### src/rtl/if_prefetch_if.sv
// if_prefetch_if
// Bundles every non-clock signal of the instruction-fetch front end.
//   imem_addr/imem_ce/imem_rdata : synchronous instruction RAM port (1-cycle read latency)
//   redirect/redirect_pc         : flush-and-restart request from execute
//   out_valid/out_ready          : decode handshake
//   out_pc/out_inst              : head entry of the prefetch FIFO
//   level                        : FIFO occupancy
// master = the prefetch unit, slave = the surrounding pipeline/memory.
interface if_prefetch_if #(
  parameter int unsigned DEPTH = 4
);
  localparam int LW = $clog2(DEPTH) + 1;

  logic [31:0]   imem_addr;
  logic          imem_ce;
  logic [31:0]   imem_rdata;
  logic          redirect;
  logic [31:0]   redirect_pc;
  logic          out_valid;
  logic          out_ready;
  logic [31:0]   out_pc;
  logic [31:0]   out_inst;
  logic [LW-1:0] level;

  modport master (
    output imem_addr, imem_ce,
    input  imem_rdata,
    input  redirect, redirect_pc,
    output out_valid,
    input  out_ready,
    output out_pc, out_inst, level
  );

  modport slave (
    input  imem_addr, imem_ce,
    output imem_rdata,
    output redirect, redirect_pc,
    input  out_valid,
    output out_ready,
    input  out_pc, out_inst, level
  );
endinterface

### src/rtl/if_prefetch.sv
// if_prefetch
// Instruction-fetch front end: a PC generator feeding a DEPTH-entry FIFO of
// {pc, inst} pairs. Reads go to a synchronous RAM whose data returns one
// cycle after the request; decode drains the FIFO through a valid/ready
// handshake, and a redirect flushes both the FIFO and the returning read.
// Ports:
//   clk      : clock, rising edge
//   rst      : synchronous, active-high reset (overrides redirect)
//   fetch_if : if_prefetch_if.master carrying imem, redirect and decode signals
module if_prefetch #(
  parameter int unsigned DEPTH    = 4,
  parameter logic [31:0] RESET_PC = 32'h0000_0000
) (
  input  logic          clk,
  input  logic          rst,
  if_prefetch_if.master fetch_if
);

  localparam int AW = $clog2(DEPTH);
  localparam int CW = AW + 1;
  localparam int OW = CW + 1;

  logic [31:0]   fetch_pc_q, fetch_pc_d;
  logic          inflight_q, inflight_d;
  logic [31:0]   inflight_pc_q, inflight_pc_d;
  logic [AW-1:0] wr_ptr_q, wr_ptr_d;
  logic [AW-1:0] rd_ptr_q, rd_ptr_d;
  logic [CW-1:0] count_q, count_d;

  logic [31:0]   mem_pc_q   [DEPTH];
  logic [31:0]   mem_inst_q [DEPTH];

  logic          out_valid;
  logic          pop;
  logic          fill;
  logic          issue_ok;
  logic [OW-1:0] occupancy;
  logic [31:0]   redirect_tgt;
  logic          imem_ce;
  logic [31:0]   imem_addr;

  assign out_valid    = (count_q != '0);
  assign pop          = out_valid & fetch_if.out_ready & ~fetch_if.redirect;
  assign fill         = inflight_q & ~fetch_if.redirect & ~rst;
  assign redirect_tgt = fetch_if.redirect_pc & 32'hFFFF_FFFC;

  // Slots already committed (queued + in flight) minus the one leaving this
  // cycle; issuing only while this stays below DEPTH means the returning
  // read always finds a free entry, so no overflow check is needed on fill.
  assign occupancy = OW'(count_q) + OW'(inflight_q) - OW'(pop);
  assign issue_ok  = (occupancy < OW'(DEPTH));

  // Next-state and RAM request. Reset is folded in here so the registers
  // below stay a plain copy; redirect wins over normal issue/fill/pop.
  always_comb begin
    fetch_pc_d    = fetch_pc_q;
    inflight_d    = inflight_q;
    inflight_pc_d = inflight_pc_q;
    wr_ptr_d      = wr_ptr_q;
    rd_ptr_d      = rd_ptr_q;
    count_d       = count_q;
    imem_ce       = 1'b0;
    imem_addr     = fetch_pc_q;

    if (rst) begin
      fetch_pc_d    = RESET_PC;
      inflight_d    = 1'b0;
      inflight_pc_d = '0;
      wr_ptr_d      = '0;
      rd_ptr_d      = '0;
      count_d       = '0;
      imem_addr     = RESET_PC;
    end else if (fetch_if.redirect) begin
      imem_ce       = 1'b1;
      imem_addr     = redirect_tgt;
      inflight_d    = 1'b1;
      inflight_pc_d = redirect_tgt;
      fetch_pc_d    = redirect_tgt + 32'd4;
      wr_ptr_d      = '0;
      rd_ptr_d      = '0;
      count_d       = '0;
    end else begin
      if (issue_ok) begin
        imem_ce       = 1'b1;
        fetch_pc_d    = fetch_pc_q + 32'd4;
        inflight_d    = 1'b1;
        inflight_pc_d = fetch_pc_q;
      end else begin
        inflight_d = 1'b0;
      end
      if (fill) begin
        wr_ptr_d = wr_ptr_q + AW'(1);
      end
      if (pop) begin
        rd_ptr_d = rd_ptr_q + AW'(1);
      end
      count_d = count_q + CW'(fill) - CW'(pop);
    end
  end

  always_ff @(posedge clk) begin
    fetch_pc_q    <= fetch_pc_d;
    inflight_q    <= inflight_d;
    inflight_pc_q <= inflight_pc_d;
    wr_ptr_q      <= wr_ptr_d;
    rd_ptr_q      <= rd_ptr_d;
    count_q       <= count_d;
  end

  // FIFO storage needs no reset: count gates every read of it.
  always_ff @(posedge clk) begin
    if (fill) begin
      mem_pc_q[wr_ptr_q]   <= inflight_pc_q;
      mem_inst_q[wr_ptr_q] <= fetch_if.imem_rdata;
    end
  end

  assign fetch_if.imem_ce   = imem_ce;
  assign fetch_if.imem_addr = imem_addr;
  assign fetch_if.out_valid = out_valid;
  assign fetch_if.out_pc    = out_valid ? mem_pc_q[rd_ptr_q]   : 32'h0;
  assign fetch_if.out_inst  = out_valid ? mem_inst_q[rd_ptr_q] : 32'h0;
  assign fetch_if.level     = count_q;

endmodule

### src/flat_wrapper.sv
// flat-port wrapper written by rule: the top's interface ports become plain ports
module if_prefetch_flat 
#(
  parameter int unsigned DEPTH    = 4,
  parameter logic [31:0] RESET_PC = 32'h0000_0000
)
  (clk, rst, fetch_if_imem_addr, fetch_if_imem_ce, fetch_if_imem_rdata, fetch_if_redirect, fetch_if_redirect_pc, fetch_if_out_valid, fetch_if_out_ready, fetch_if_out_pc, fetch_if_out_inst, fetch_if_level);
  if_prefetch_if #(.DEPTH(DEPTH)) fetch_if_i ();
  input  logic clk;
  input  logic rst;
  output wire logic [$bits(fetch_if_i.imem_addr)-1:0] fetch_if_imem_addr;
  output wire logic [$bits(fetch_if_i.imem_ce)-1:0] fetch_if_imem_ce;
  input wire logic [$bits(fetch_if_i.imem_rdata)-1:0] fetch_if_imem_rdata;
  input wire logic [$bits(fetch_if_i.redirect)-1:0] fetch_if_redirect;
  input wire logic [$bits(fetch_if_i.redirect_pc)-1:0] fetch_if_redirect_pc;
  output wire logic [$bits(fetch_if_i.out_valid)-1:0] fetch_if_out_valid;
  input wire logic [$bits(fetch_if_i.out_ready)-1:0] fetch_if_out_ready;
  output wire logic [$bits(fetch_if_i.out_pc)-1:0] fetch_if_out_pc;
  output wire logic [$bits(fetch_if_i.out_inst)-1:0] fetch_if_out_inst;
  output wire logic [$bits(fetch_if_i.level)-1:0] fetch_if_level;
  assign fetch_if_imem_addr = fetch_if_i.imem_addr;
  assign fetch_if_imem_ce = fetch_if_i.imem_ce;
  assign fetch_if_i.imem_rdata = fetch_if_imem_rdata;
  assign fetch_if_i.redirect = fetch_if_redirect;
  assign fetch_if_i.redirect_pc = fetch_if_redirect_pc;
  assign fetch_if_out_valid = fetch_if_i.out_valid;
  assign fetch_if_i.out_ready = fetch_if_out_ready;
  assign fetch_if_out_pc = fetch_if_i.out_pc;
  assign fetch_if_out_inst = fetch_if_i.out_inst;
  assign fetch_if_level = fetch_if_i.level;
  if_prefetch #(.DEPTH(DEPTH), .RESET_PC(RESET_PC)) u_core (.clk(clk), .rst(rst), .fetch_if(fetch_if_i));
endmodule
### config.mk
export PLATFORM = sky130hd
export DESIGN_NAME = if_prefetch_flat
export DESIGN_NICKNAME = d
export VERILOG_FILES = /design/src/rtl/if_prefetch_if.sv /design/src/rtl/if_prefetch.sv /design/src/flat_wrapper.sv
export SDC_FILE = /design/constraint.sdc
export NUM_CORES = 1
export LEC_CHECK = 0
export BUFFER_PORTS_ARGS = -buffer_cell sky130_fd_sc_hd__buf_2
export CORE_MARGIN = 4
export CORE_UTILIZATION = 40
export CTS_CLUSTER_DIAMETER = 100
export DETAILED_ROUTE_END_ITERATION = 6
export MAX_ROUTING_LAYER = met4
export PLACE_DENSITY = 0.6
export SYNTH_ARGS = -nofsm -noshare
export SYNTH_HDL_FRONTEND = slang
export SYNTH_SLANG_ARGS = --single-unit
### constraint.sdc
create_clock -name clk -period 3.7 [get_ports clk]
set_input_delay 0.555 -clock clk [delete_from_list [all_inputs] [get_ports clk]]
set_output_delay 0.555 -clock clk [all_outputs]
set_load 0.01 [all_outputs]
==> flow_summary.toml, run 1 <==
[clocking]
cts_root_buffer = "clkbuf_16"
tritoncts = "yes"
clk_latency_ns = 0.50
cts_buffers = 35
cts_setup_buffers = 0
cts_buffer_depth = 3
cts_max_level = 2
hold_buffers = 0
cts_num_sinks = 318
path_clk_slew_ns = 0.06
cts-resized-gates = 0

[floorplanning]
dieWidth_um = 193
fp.dieArea_um2 = 37300
start_util_pct = 40.7
die_h_um = 193
io-pin-count = 169
core_area_um2 = 33700
fp-row-count = 67

[logic_synthesis]
synth_edf_count = 248
synthArstFlopShare_pct = 0
synth_ff_type = "edfxtp_1"
ys_types = 61
postSynthAreaPerCell_um2 = 14.8
synth.area.top_cells = "edfxtp_1 54%, dfxtp_1 10%, mux4_2 10%"
yosysSeqAreaShare_pct = 64.6
syn_area_um2 = 13700
yosysTopAreaCellShare_pct = 54.3
ys_seq_elements = 318
yosys_warnings = 0
synth_cells = 928
yosys.area.top_type = "edfxtp_1"

[timing]
timing.final.max_slew_violations = 0
fin_crit_sh_pct = 92.6
rsz0062_at_grt = "false"
fin_ws_ns = 0.275
skew_ns = 0.0115
setup_viol = 0
max_freq_mhz = 292
tns_ns = 0
tightest_slew_ns = 0.715
min_period_ns = 3.43
hold_viol_final = 0
holdWs_ns = 0.276
slew_headroom_pct = 52.3

[finish]
area_growth_syn_to_layout_pct = 17.7
nNetsFinal = 1168
most-common-layout-cells = "248 x edfxtp_1, 161 x buf_2, 68 x dfxtp_1, 67 x and2_1, 62 x mux4_2"
layout_commonest_cell = "edfxtp_1"
drive_above_1_share_pct = 29.0
finalInstanceArea_um2 = 16100
antenna-diode-count = 0
fill_cells = 3005

[critical_path]
worstPathMaxFanout = 6
crit_start = "u_core.fetch_if.level[1]"
end_kind = "output port"
worstPathRequired_ns = 3.14
crit_type = "reg -> out"
critPathArrivalTime_ns = 2.87
r2r_start = "u_core.fetch_if.level[1]"
worstSetupStartpointType = "flop"

[drt]
highest_layer = "met4"
route.detailed.drc = 0
drt_iter0_drc = 494
viasPerCell = 5.19
wirelength_um = 29800
met1_length_um = 13900
wl_met3_um = 1660
vias = 8114
first_pass_iters = 4
antenna_left = 0
wl_per_cell_um = 19.1
wl_met2_um = 13700

[pwr]
ir_drop_v = 0.000287
total_power_mw = 7.71
p_leak_nw = 5.73
cellPowerDensity_nw_per_um2 = 478

[placed_design]
dp_hpwl_um = 18500
port-buffer-count = 162
place_area_um2 = 15100
post-place-ws_ns = 0.476
gp_routability_congestion = 0.798

[global_route]
grt_pass1_wl_um = 46100
grtUsageTotal_pct = 16.3
grt_overflow = 0
antenna_found_initial = 0
grt_pass1_vias = 8145
grt_start_max_net_pins = 65

[outcome]
status = "finished clean"

[job]
maxCapViolCount = 0

[worst_hold_path]
hp-class = "in -> reg"
min_from = "fetch_if_imem_rdata[23]"
critical path, cell delays in order, from the launching register on:
cell	delay (ns)
dfxtp_1	0.33
inv_1	0.13
nand3_2	0.10
nand2_1	0.14
nor2_1	0.06
ha_1	0.19
inv_1	0.09
ha_1	0.23
and3b_4	0.19
nor4_4	0.55
nor3_4	0.10
nor2_4	0.11
buf_2	0.14
cells in the mapped netlist (3+ instances only):
cell,number
a211oi_1,26
a21o_1,4
a21oi_1,27
a22oi_1,3
a22oi_2,3
a311oi_1,3
and2_1,67
and3_1,5
buf_1,3
buf_2,18
buf_4,6
buf_6,5
clkbuf_1,29
dfxtp_1,70
edfxtp_1,248
ha_1,9
inv_1,11
mux2i_1,29
mux4_2,62
nand2_1,56
nand2b_1,3
nand3_1,33
nand3b_1,13
nand4_1,4
nand4b_1,4
nor2_1,62
nor2b_1,12
nor3_1,4
nor3_2,4
o211ai_1,3
o21ai_0,19
o21ai_1,6
o31ai_1,5
or3_1,4
or4_1,4
xnor2_1,23
xor2_1,10
logic make-up after synthesis:
family | after synthesis | synth area share (%)
simple gates | 286 | 11.4
fa+ha+maj | 10 | 0.968
flops | 318 | 64.6
buf+inv | 72 | 2.57
other cells | 1 | 0.0274
xor+xnor | 33 | 2.11
mux | 92 | 12.4
compound gates | 116 | 5.98
layer usage:
| metal | global-route usage (%) | up-vias |
|---|---|---|
| met3 | 2.84 | 37 |
| li1 | - | 3839 |
| met2 | 25.0 | 204 |
| met1 | 22.9 | 4034 |
| met4 | 3.65 | 0 |
| met5 | - | - |
per-stage QoR:
stage / cells / utilization [%]
2_1_floorplan: 931 / -
3_3_place_gp: 1501 / 44.7
3_5_place_dp: 1501 / 44.7
4_1_cts: 1562 / 47.9
5_1_grt: 1562 / 47.9
6_report: 1562 / 47.9
flip-flops by register name, indices dropped and copies added, names as in the netlist, named ones only:
register               flops
u_core.mem_inst_q        128
u_core.fetch_if.level      3
u_core.fetch_pc_q         30
u_core.mem_pc_q          120
u_core.inflight_pc_q      30
u_core.rd_ptr_q            2
u_core.wr_ptr_q            2
u_core.inflight_q          1
path summary, 6_finish.rpt:
kind / to / slack [ns] / cells past startpoint
max: fetch_if_imem_ce / 0.27 / 12
min: u_core.mem_inst_q[1][23] / 0.28 / 1
max reg2reg: u_core.fetch_pc_q[30] / 0.71 / 13
min reg2reg: u_core.fetch_pc_q[27] / 0.45 / 2
power breakdown:
part | internal, mW | switching [mW]
clock | 1.88 | 1.34
sequential | 3.94 | 0.0781
combinational | 0.199 | 0.275
total | 6.02 | 1.69
layout make-up:
type	instances	area (um2)	area share, %
clock inverter	10	63.8	0.396
tap	448	561	3.48
clock buffer	51	998	6.19
multi-input combinational	541	4540	28.2
sequential	318	8850	54.9
timing repair buffer	183	1070	6.64
inverter	11	41.3	0.256
(Power assumes the default switching activity.)
==> run 2, diff against run 1 <==
--- a/config.mk
+++ b/config.mk
@@ -5,6 +5,7 @@
 export SDC_FILE = /design/constraint.sdc
 export NUM_CORES = 1
 export LEC_CHECK = 0
+export ABC_CLOCK_PERIOD_IN_PS = 3000
 export BUFFER_PORTS_ARGS = -buffer_cell sky130_fd_sc_hd__buf_2
 export CORE_MARGIN = 4
 export CORE_UTILIZATION = 40
==> constraint.sdc (replaced) <==
create_clock -name clk -period 3 [get_ports clk]
set_input_delay 0.45 -clock clk [delete_from_list [all_inputs] [get_ports clk]]
set_output_delay 0.45 -clock clk [all_outputs]
set_load 0.01 [all_outputs]
==> flow_summary.toml, run 2 (synthesis gave the netlist of run 1 again) <==
[placed_design]
dp_hpwl_um = 20800
place_area_um2 = 15500
gp_routability_congestion = 0.824
dp_cells = 1519
post-place-ws_ns = 0.0820
port-buffer-count = 162

[clocking]
tritoncts = "yes"
cts_buffer_depth = 3
cts_max_level = 2
hold_buffers = 0
cts_buffers = 37
clk_latency_ns = 0.51
cts_root_buffer = "clkbuf_16"
cts_num_sinks = 318
path_clk_slew_ns = 0.06

[critical_path]
cp_slowest_cell = "dfxtp_4"
end_kind = "output port"
critPathArrivalTime_ns = 2.42
worst-path-buf-inv = 3
crit_type = "reg -> out"
max_stage_delay_ns = 0.36
path_cells = "inv_4 > nand3_2 > nand2_2 > nor2_2 > ha_2 > inv_2 > ha_4 > and3b_4 > o211a_4 > nor3_4 > nor2_4 > buf_4"
worstPathRequired_ns = 2.55
worstSetupStartpointType = "flop"
cpLargestDelayFamily = "simple AND/OR/NAND/NOR gates"
worstPathMaxFanout = 3

[timing]
hold_viol_final = 0
timing.final.max_slew_violations = 0
min_period_ns = 2.87
fin_ws_ns = 0.125
tightest_slew_ns = 0.633
fin_crit_sh_pct = 95.8
slew_headroom_pct = 57.8
setup_viol = 0
skew_ns = 0.0117
max_freq_mhz = 348

[drt]
viasPerCell = 5.22
first_pass_iters = 5
antenna_left = 0
route.detailed.drc = 0
vias = 8296
wirelength_um = 31500
wl_per_cell_um = 19.8
drt_iter0_drc = 459

[global_route]
grt_pass1_vias = 8337
antenna_found_initial = 0
grt_pass1_wl_um = 48400
grt_overflow = 0
grt_start_max_net_pins = 65
grtUsageTotal_pct = 17.3

[floorplanning]
start_util_pct = 40.7
core_area_um2 = 33700
fp.dieArea_um2 = 37300
die_h_um = 193
fp-row-count = 67
dieWidth_um = 193
io-pin-count = 169

[outcome]
status = "finished clean"

[finish]
drive_above_1_share_pct = 35.3
final_cells = 1588
largest_register_ffs = 128
most-common-layout-cells = "248 x edfxtp_1, 159 x buf_2, 67 x and2_1, 66 x dfxtp_1, 62 x mux4_2"
nNetsFinal = 1191
layout_commonest_cell = "edfxtp_1"
regArea_um2 = 8860
utilization_pct = 49.7
reg_top3 = "u_core.mem_inst_q (128), u_core.mem_pc_q (120)"
antenna-diode-count = 0
finalInstanceArea_um2 = 16700
multi_input_area_um2 = 4820
fill_cells = 2976
regMostFlops = "u_core.mem_inst_q"
area_growth_syn_to_layout_pct = 22.1

[pwr]
cellPowerDensity_nw_per_um2 = 587
p_leak_nw = 5.92
ir_drop_v = 0.000298
total_power_mw = 9.82

[worst_hold_path]
hp-class = "in -> reg"

[job]
maxCapViolCount = 0
==> run 2: cell types whose count changed in the layout (fill, tap and decap cells not counted), sizes merged <==
cell,previous run,this run
clkinvlp,2,3
inv,11,12
clkinv,8,9
buf,183,204
bufinv,0,1
clkbuf,51,52
==> run 2: timing repair <==
| item | CTS | global route |
|---|---|---|
| pin swaps | 2 | 4 |
| buffers inserted | 1 | 2 |
| endpoints found under the setup margin | 1 | 1 |
| resized for setup | 3 | 5 |
| endpoints found under the hold margin | 0 | 0 |
==> run 2: through the flow <==
stage          hold slack [ns]    TNS, ns
3_3_place_gp             0.447          0
2_1_floorplan            0.436     -11.64
6_report                 0.164          0
3_5_place_dp             0.446          0
4_1_cts                  0.141          0
5_1_grt                  0.143  -0.000604
==> run 2: cell type report <==
type / instances / share of cell area, %
Tap cell: 448 / 3.35
Sequential cell: 318 / 52.9
Multi-Input combinational cell: 541 / 28.8
Timing Repair Buffer: 204 / 7.74
Clock buffer: 52 / 6.24
Clock inverter: 14 / 0.643
Inverter: 11 / 0.262
==> run 2: final timing paths <==
kind | start | end | slack [ns] | cells past startpoint
max | u_core.fetch_if.level[1] | fetch_if_imem_ce | 0.13 | 12
min | fetch_if_imem_rdata[14] | u_core.mem_inst_q[3][14] | 0.16 | 1
max reg2reg | u_core.fetch_if.level[1] | u_core.fetch_pc_q[26] | 0.37 | 14
min reg2reg | u_core.fetch_pc_q[30] | u_core.fetch_pc_q[30] | 0.45 | 2
==> run 2: metal layers <==
metal / vias up / global-route usage (%) / wire length, um
met5: - / - / 0
met4: 0 / 4.36 / 646
met3: 41 / 2.66 / 1410
met2: 185 / 27.3 / 15000
met1: 4165 / 23.8 / 14400
li1: 3905 / - / -
==> run 2: power breakdown <==
group,switching [mW],total (mW),internal [mW]
clock network,1.70,4.22,2.52
registers,0.101,4.96,4.86
logic,0.366,0.641,0.275
total,2.17,9.82,7.66
==> run 2: worst register-to-register path: stages, from the launching register on <==
cell      delay [ns]
dfxtp_4         0.36
inv_4           0.08
nand3_2         0.08
nand2_2         0.08
nor2_2          0.04
ha_2            0.17
inv_2           0.08
ha_4            0.19
and3b_4         0.19
nor4_4          0.29
buf_4           0.20
or3_4           0.22
buf_12          0.29
nor2_1          0.11
a211oi_2        0.19
